<file path="config.mk">
export PLATFORM = sky130hd
export DESIGN_NAME = vend_sequencer
export DESIGN_NICKNAME = d
export VERILOG_FILES = /design/src/rtl/vend_pkg.sv /design/src/rtl/vend_idle_timer.sv /design/src/rtl/vend_sequencer.sv
export SDC_FILE = /design/constraint.sdc
export NUM_CORES = 1
export LEC_CHECK = 0
export BUFFER_PORTS_ARGS = -buffer_cell sky130_fd_sc_hd__buf_2
export CELL_PAD_IN_SITES_DETAIL_PLACEMENT = 1
export CELL_PAD_IN_SITES_GLOBAL_PLACEMENT = 1
export CORE_ASPECT_RATIO = 2
export CORE_MARGIN = 2
export CORE_UTILIZATION = 38
export DETAILED_ROUTE_END_ITERATION = 16
export MAX_ROUTING_LAYER = met4
export PLACE_DENSITY = 0.79
export SKIP_CTS_REPAIR_TIMING = 1
export SLEW_MARGIN = 20
export SYNTH_ARGS = -nofsm -noshare
export SYNTH_HDL_FRONTEND = slang
export SYNTH_SLANG_ARGS = --single-unit
</file>
<file path="constraint.sdc">
create_clock -name clk -period 3.1 [get_ports clk]
set_clock_uncertainty 0.15 [all_clocks]
set_input_delay 0 -clock clk [delete_from_list [all_inputs] [get_ports clk]]
set_output_delay 0 -clock clk [all_outputs]
set_load 0.01 [all_outputs]
</file>
<file path="src/rtl/vend_pkg.sv">
// Shared types and constants for the vending transaction controller:
// coin encodings, coin values, FSM states and the cents datapath width.
package vend_pkg;

  localparam int CENTS_W = 9;

  localparam logic [4:0] COIN_NICKEL  = 5'b00001;
  localparam logic [4:0] COIN_DIME    = 5'b00010;
  localparam logic [4:0] COIN_QUARTER = 5'b00100;
  localparam logic [4:0] COIN_HALF    = 5'b01000;
  localparam logic [4:0] COIN_DOLLAR  = 5'b10000;

  localparam logic [CENTS_W-1:0] VAL_NICKEL  = 9'd5;
  localparam logic [CENTS_W-1:0] VAL_DIME    = 9'd10;
  localparam logic [CENTS_W-1:0] VAL_QUARTER = 9'd25;
  localparam logic [CENTS_W-1:0] VAL_HALF    = 9'd50;
  localparam logic [CENTS_W-1:0] VAL_DOLLAR  = 9'd100;

  typedef enum logic [2:0] {
    ST_IDLE,
    ST_CREDIT,
    ST_VEND,
    ST_CHG_START,
    ST_CHG_WAIT
  } state_t;

  // Non-one-hot patterns map to zero; callers reject them separately.
  function automatic logic [CENTS_W-1:0] coin_value(input logic [4:0] coin);
    logic [CENTS_W-1:0] v;
    v = '0;
    case (coin)
      COIN_NICKEL:  v = VAL_NICKEL;
      COIN_DIME:    v = VAL_DIME;
      COIN_QUARTER: v = VAL_QUARTER;
      COIN_HALF:    v = VAL_HALF;
      COIN_DOLLAR:  v = VAL_DOLLAR;
      default:      v = '0;
    endcase
    return v;
  endfunction

endpackage

</file>
<file path="src/rtl/vend_idle_timer.sv">
// Idle down-counter: reloads on clear, counts enabled cycles and flags
// expire on the LIMIT-th consecutive enabled, uncleared cycle.
module vend_idle_timer #(
  parameter int           W     = 24,
  parameter logic [W-1:0] LIMIT = W'(16)
) (
  input  logic clk,
  input  logic reset,
  input  logic clear,
  input  logic enable,
  output logic expire
);

  logic [W-1:0] count;

  always_ff @(posedge clk) begin
    if (reset || clear) begin
      count <= LIMIT - W'(1);
    end else if (enable && count != '0) begin
      count <= count - W'(1);
    end
  end

  assign expire = enable && !clear && (count == '0);

endmodule

</file>
<file path="src/rtl/vend_sequencer.sv">
// Vending transaction controller: credit accumulation, selection, vend pulse
// and change-maker handshake. VEND_SEQ_TIMEOUT_EN adds an idle auto-refund.
//
// state        | meaning
// ST_IDLE      | no credit, accepting coins
// ST_CREDIT    | credit > 0, accepting coins, selections, refund
// ST_VEND      | one-cycle dispense pulse
// ST_CHG_START | one cycle before waiting on the change maker
// ST_CHG_WAIT  | waiting for cm_done
module vend_sequencer
  import vend_pkg::*;
#(
  parameter logic [8:0]  PRICE0      = 9'd65,
  parameter logic [8:0]  PRICE1      = 9'd100,
  parameter logic [8:0]  PRICE2      = 9'd125,
  parameter logic [8:0]  PRICE3      = 9'd150,
  parameter logic [8:0]  MAX_CREDIT  = 9'd300,
  parameter logic [23:0] TIMEOUT_CYC = 24'd1_000_000
) (
  input  logic               clk,
  input  logic               reset,
  input  logic [4:0]         coin_in,
  input  logic               sel_valid,
  input  logic [1:0]         sel_id,
  input  logic               refund_req,
  input  logic               cm_done,
  output logic               cm_start,
  output logic [CENTS_W-1:0] cm_change,
  output logic               vend,
  output logic [1:0]         vend_id,
  output logic               coin_reject,
  output logic               sel_denied,
  output logic [CENTS_W-1:0] credit,
  output logic               busy
);

  state_t             state;
  logic               refund_path;
  logic [CENTS_W-1:0] price;
  logic [CENTS_W:0]   coin_sum;
  logic               accepting;
  logic               coin_accept;
  logic               auto_refund;
  logic               do_refund;

  always_comb begin
    price = PRICE0;
    case (sel_id)
      2'd0: price = PRICE0;
      2'd1: price = PRICE1;
      2'd2: price = PRICE2;
      2'd3: price = PRICE3;
      default: price = PRICE0;
    endcase
  end

  assign accepting   = (state == ST_IDLE) || (state == ST_CREDIT);
  assign coin_sum    = {1'b0, credit} + {1'b0, coin_value(coin_in)};
  // Refund and selection outrank a coin in the same cycle, so the coin goes back.
  assign coin_accept = accepting && $onehot(coin_in) && !sel_valid && !refund_req
                       && (coin_sum <= {1'b0, MAX_CREDIT});

`ifdef VEND_SEQ_TIMEOUT_EN
  logic timer_clear;

  assign timer_clear = (state != ST_CREDIT) || (coin_in != 5'd0) || sel_valid || refund_req;

  vend_idle_timer #(
    .W     (24),
    .LIMIT (TIMEOUT_CYC)
  ) u_idle_timer (
    .clk    (clk),
    .reset  (reset),
    .clear  (timer_clear),
    .enable (state == ST_CREDIT),
    .expire (auto_refund)
  );
`else
  logic unused_timeout;

  assign unused_timeout = ^TIMEOUT_CYC;
  assign auto_refund    = 1'b0;
`endif

  assign do_refund = (refund_req || auto_refund) && (state == ST_CREDIT);

  always_ff @(posedge clk) begin
    if (reset) begin
      state       <= ST_IDLE;
      credit      <= '0;
      cm_change   <= '0;
      vend_id     <= 2'd0;
      refund_path <= 1'b0;
      cm_start    <= 1'b0;
      vend        <= 1'b0;
      coin_reject <= 1'b0;
      sel_denied  <= 1'b0;
      busy        <= 1'b0;
    end else begin
      cm_start    <= 1'b0;
      vend        <= 1'b0;
      sel_denied  <= 1'b0;
      coin_reject <= (coin_in != 5'd0) && !coin_accept;

      case (state)
        ST_IDLE, ST_CREDIT: begin
          if (do_refund) begin
            cm_change   <= credit;
            credit      <= '0;
            refund_path <= 1'b1;
            busy        <= 1'b1;
            state       <= ST_CHG_START;
          end else if (sel_valid) begin
            if (credit >= price) begin
              cm_change   <= credit - price;
              credit      <= '0;
              vend        <= 1'b1;
              vend_id     <= sel_id;
              refund_path <= 1'b0;
              busy        <= 1'b1;
              state       <= ST_VEND;
            end else begin
              sel_denied <= 1'b1;
            end
          end else if (coin_accept) begin
            credit <= coin_sum[CENTS_W-1:0];
            state  <= ST_CREDIT;
          end
        end

        ST_VEND: begin
          if (cm_change != '0) begin
            cm_start <= 1'b1;
            state    <= ST_CHG_START;
          end else begin
            busy  <= 1'b0;
            state <= ST_IDLE;
          end
        end

        // A refund enters here without a start pulse yet; it fires now so that
        // start lands two cycles after the request.
        ST_CHG_START: begin
          cm_start <= refund_path;
          state    <= ST_CHG_WAIT;
        end

        ST_CHG_WAIT: begin
          if (cm_done) begin
            busy  <= 1'b0;
            state <= ST_IDLE;
          end
        end

        default: begin
          busy  <= 1'b0;
          state <= ST_IDLE;
        end
      endcase
    end
  end

endmodule

</file>
# Word-level counts from Yosys, hierarchy flattened
# Index checks and enable logic that the tools add are counted.
classes:
  mux: 29
  eq_ne: 20
  n_bitwise: 4
  add_sub_neg: 6
  n_lt_le_gt_ge: 2
  n_reduce_logical: 24
ops:
  columns: ["cell", "n"]
  rows:
  - ["$mux W9", 7]
  - ["$pmux W9 S4", 1]
  - ["$pmux W7 S5", 1]
  - ["$mux W3", 5]
  - ["$pmux W3 S4", 1]
  - ["$mux W1", 11]
  - ["$add A9 B9 Y10", 1]
  - ["$le A10 B9 Y1 const B", 1]
  - ["$ge A9 B9 Y1", 1]
  - ["$reduce_and A3 Y1", 3]
  - ["$reduce_bool A9 Y1", 1]
  - ["$sub A9 B9 Y9", 1]
  - ["$ne A4 B4 Y1 const B", 2]
  - ["$eq A3 B1 Y1 const B", 2]
  - ["$eq A3 B2 Y1 const B", 2]
  - ["$logic_and A1 B1 Y1", 6]
  - ["$ne A3 B3 Y1 const B", 2]
  - ["$eq A5 B1 Y1 const B", 1]
  - ["$eq A5 B2 Y1 const B", 1]
  - ["$eq A5 B3 Y1 const B", 1]
  - ["$eq A5 B4 Y1 const B", 1]
  - ["$eq A5 B5 Y1 const B", 1]
  - ["$reduce_and A5 Y1", 1]
  - ["$reduce_bool A5 Y1", 1]
  - ["other kinds (21)", 30]
totals:
  reg_bits: 29
  wordCells: 95
  output_inout_bits: 25
  input_bits: 12

# Depth between registers and ports, before layout
depth:
  word_depth: 12
  depth_mapped: 13

# Worst setup path after synthesis
# No wires, ideal clock.
synth_path:
  path_type: "input port to flip-flop"
  startpoint: "input coin_in[0]"
  endpoint: "register credit[7]"
  t_arrival_ps: 2680
  t_required_ps: 2892
  path_stages: 12
  slack_ps: 212
  setup_ps: 58
  cell_sequence: "fa_1 -> inv_1 -> fa_1 -> inv_1 -> ha_1 -> or4_1 -> nor2_1 -> o41a_1 -> nand4_1 -> o21ai_1 -> a21boi_0 -> a21o_1"
synth_via:
  elab_chain_cells: 10
  elab_cells_between_ends: 21
  classes_between: "add/sub (4); order compare (1); eq/ne (6); mux (4); reduce/logical (6)"
synth_lines:
  columns: ["element", "line", "rtl"]
  rows:
  - ["from (decl)", "vend_sequencer.sv:22", "input logic [4:0] coin_in,"]
  - ["branches (longest 10 deep; another with $add A9 B9 Y10)", null, null]
  - ["to (signal assigned)", "vend_sequencer.sv:126", "credit <= coin_sum[CENTS_W-1:0];"]
  - ["to (decl)", "vend_sequencer.sv:33", "output logic [CENTS_W-1:0] credit,"]
# Several ways; the timed one is not identified. The select of a mux whose other input is x is not followed.
# A chain may end at the register's enable or synchronous reset.

# Worst setup path after layout
layout_path:
  startpoint: "input coin_in[0]"
  endpoint: "register credit[2]"
# Same word-level chain as after synthesis.

==> results.cfg <==
[timing]
worst_slack_ns = 0.1438
hold_ws_ns = -0.004078
min_period_ns = 2.956
hold_viol_final = 4
setup_violations = 0
slew_viol_final = 0
finalCritPeriodShare_pct = 95.36
rsz0062_at_grt = false
tightest_slew_ns = 0.8631
fin_tns_setup_ns = 0
max_slew_margin_pct = 41.71
fmaxAchievable_mhz = 338.3

[setup_path]
endpoint_kind = flip-flop
critPathLaunchType = input pin
required_ns = 3.11
critPathLaunch = coin_in[0]
crit_chain = buf_2 -> fa_1 -> inv_1 -> fa_1 -> inv_1 -> ha_1 -> or4_1 -> nor2_1 -> o41a_1 -> nand3_1 -> o21ai_1 -> nor3_4 -> buf_12 -> a22o_1
r2r-start = credit[1]
crit_slowest_cell = fa_1
critical_path_class = in -> reg
cp.arrival_ns = 2.97
max_stage_delay_ns = 0.53
critPathMaxFanout = 9

[floorplanning]
die_h_um = 112.2
fp-row-count = 39
io_pins = 37
die_w_um = 58.09
start_util_pct = 39.28
coreArea_um2 = 5660
dieArea_um2 = 6516

[synth]
yosys.area.top_type = dfxtp_1
synth_edf_count = 0
synth.most_common_cell = dfxtp_1
synth_area_per_cell_um2 = 8.359
synthFlopType = dfxtp_1
synth_top_area_share_pct = 26.11
async_reset_ff_share_pct = 0
mappedNetlistArea_um2 = 2223
synth.distinct_cells = 50
synthCells = 266
ys_top_cells_by_area = dfxtp_1, ha_1, nor2_1
ys.warnings.count = 0
syn_nets = 304
ys_top_cells_by_count = dfxtp_1, nor2_1, ha_1
yosysSeqAreaShare_pct = 26.11
ys_ff_latch = 29

[final_layout]
diodes = 0
final_util_pct = 49.09
drive_above_1_share_pct = 21.30
design.final.nets = 361
multiInputGateArea_um2 = 1528
fillers = 709
area_growth_pct = 24.99
seqCellArea_um2 = 580.6

[placement]
portBuffers = 36
dp_hpwl_mm = 5.395
gp_congestion = 0.8708
pre_cts_ws_ns = -0.1464

[routing]
first_iter_violations = 39
viasPerCell = 5.813
drcViolationCount = 0
wire_per_inst_um = 17.33
antenna_left = 0
vias = 2238
dr.pass1.iters = 4
wirelength_mm = 6.671

[pwr]
power_w = 0.001106
ir_drop_mv = 0.4555
power.density_nw_per_um2 = 397.9
p_leak_nw = 1.324

[global_route]
first_global_vias = 2283
grtUsageTotal_pct = 21.97
grt_pass1_wl_mm = 10.61
grt_max_degree = 23
antenna_found_initial = 0
overflow = 0

[clock_network]
cts_buffer_depth = 2
clk_pin_slew_ns = 0.05
cts.sinks = 29
clk_latency_ns = 0.28
cts_root_buf = clkbuf_16
cts_made_buffers = 5
cts_tree = built
htree_num_levels = 2

[min_path]
hp-class = in -> reg
min_from = coin_in[4]

[status]
status = finished, violations left
violations = negative hold slack

[flow_run]
max_cap_viol_count = 0
[metal layers]
layer  routed length (µm)  track usage [%]
met1                 2256            18.27
met2                 3939            41.82
met3                  134            3.571
met4                  340            14.11
met5                    0                -
[state kept, by name, summed over array words and instances (netlist names)]
signal	count
credit	9
vend_id	2
busy	1
cm_start	1
vend	1
refund_path	1
sel_denied	1
coin_reject	1
state	3
cm_change	9
[report_power, final]
group | total, W | internal [W] | switching, W
Clock | 0.000457 | 0.000297 | 0.000160
Combinational | 0.000236 | 0.000104 | 0.000132
Sequential | 0.000413 | 0.000394 | 0.0000199
[critical path: cells and delay by family]
kind,cells,cell delay [ns]
and+or+nand+nor,4,0.79
buffers and inverters,4,0.38
AOI/OAI and AO/OA,3,0.70
adders and majority gates,3,1.09
[cells by family after synthesis]
logic type | after synthesis | share of synthesized area, %
AO/OA/AOI/OAI | 78 | 24.70
XOR/XNOR | 9 | 3.545
adder cells (fa/ha/maj) | 26 | 15.98
buffers and inverters | 28 | 5.177
flip-flops | 29 | 26.11
multiplexers | 8 | 3.602
AND/OR/NAND/NOR | 88 | 20.88
[metrics by stage]
stage	cell area [µm²]	instances
finish	2779	385
global route	2779	385
CTS	2739	381
detailed placement	2603	373
global placement	2603	373
floorplan	2223	266
[worst paths after layout]
path / end / slack (ns) / depth (start not counted)
hold reg to reg: refund_path / 0.34 / 2
setup / recovery: credit[2] / 0.14 / 14
hold / removal: coin_reject / -0.004 / 3
setup reg to reg: state[0] / 0.29 / 9
[placed cells by master (no fill, tap or decap), types with 4 or more instances in the layout]
| cell type | instances |
|---|---|
| a211oi_1 | 10 |
| a21o_1 | 6 |
| a21oi_1 | 13 |
| a22o_1 | 7 |
| and3_1 | 4 |
| buf_2 | 36 |
| buf_4 | 21 |
| clkbuf_16 | 5 |
| dfxtp_1 | 29 |
| dlygate4sd3_1 | 4 |
| fa_1 | 4 |
| ha_1 | 22 |
| inv_1 | 16 |
| mux2i_1 | 8 |
| nand2_1 | 11 |
| nand3_1 | 6 |
| nand4_1 | 5 |
| nor2_1 | 25 |
| nor2b_1 | 4 |
| nor3_1 | 11 |
| nor4_1 | 4 |
| o21ai_0 | 12 |
| o21ai_1 | 4 |
| xnor2_1 | 5 |
| xor2_1 | 4 |
[cell type report]
| class | count | share of cell area [%] |
|---|---|---|
| Sequential cell | 29 | 20.89 |
| Multi-Input combinational cell | 209 | 54.98 |
| Tap cell | 61 | 2.747 |
| Timing Repair Buffer | 62 | 14.32 |
| Inverter | 16 | 2.161 |
| Clock buffer | 8 | 4.908 |
Note: power is estimated with default switching activity, not from simulation.
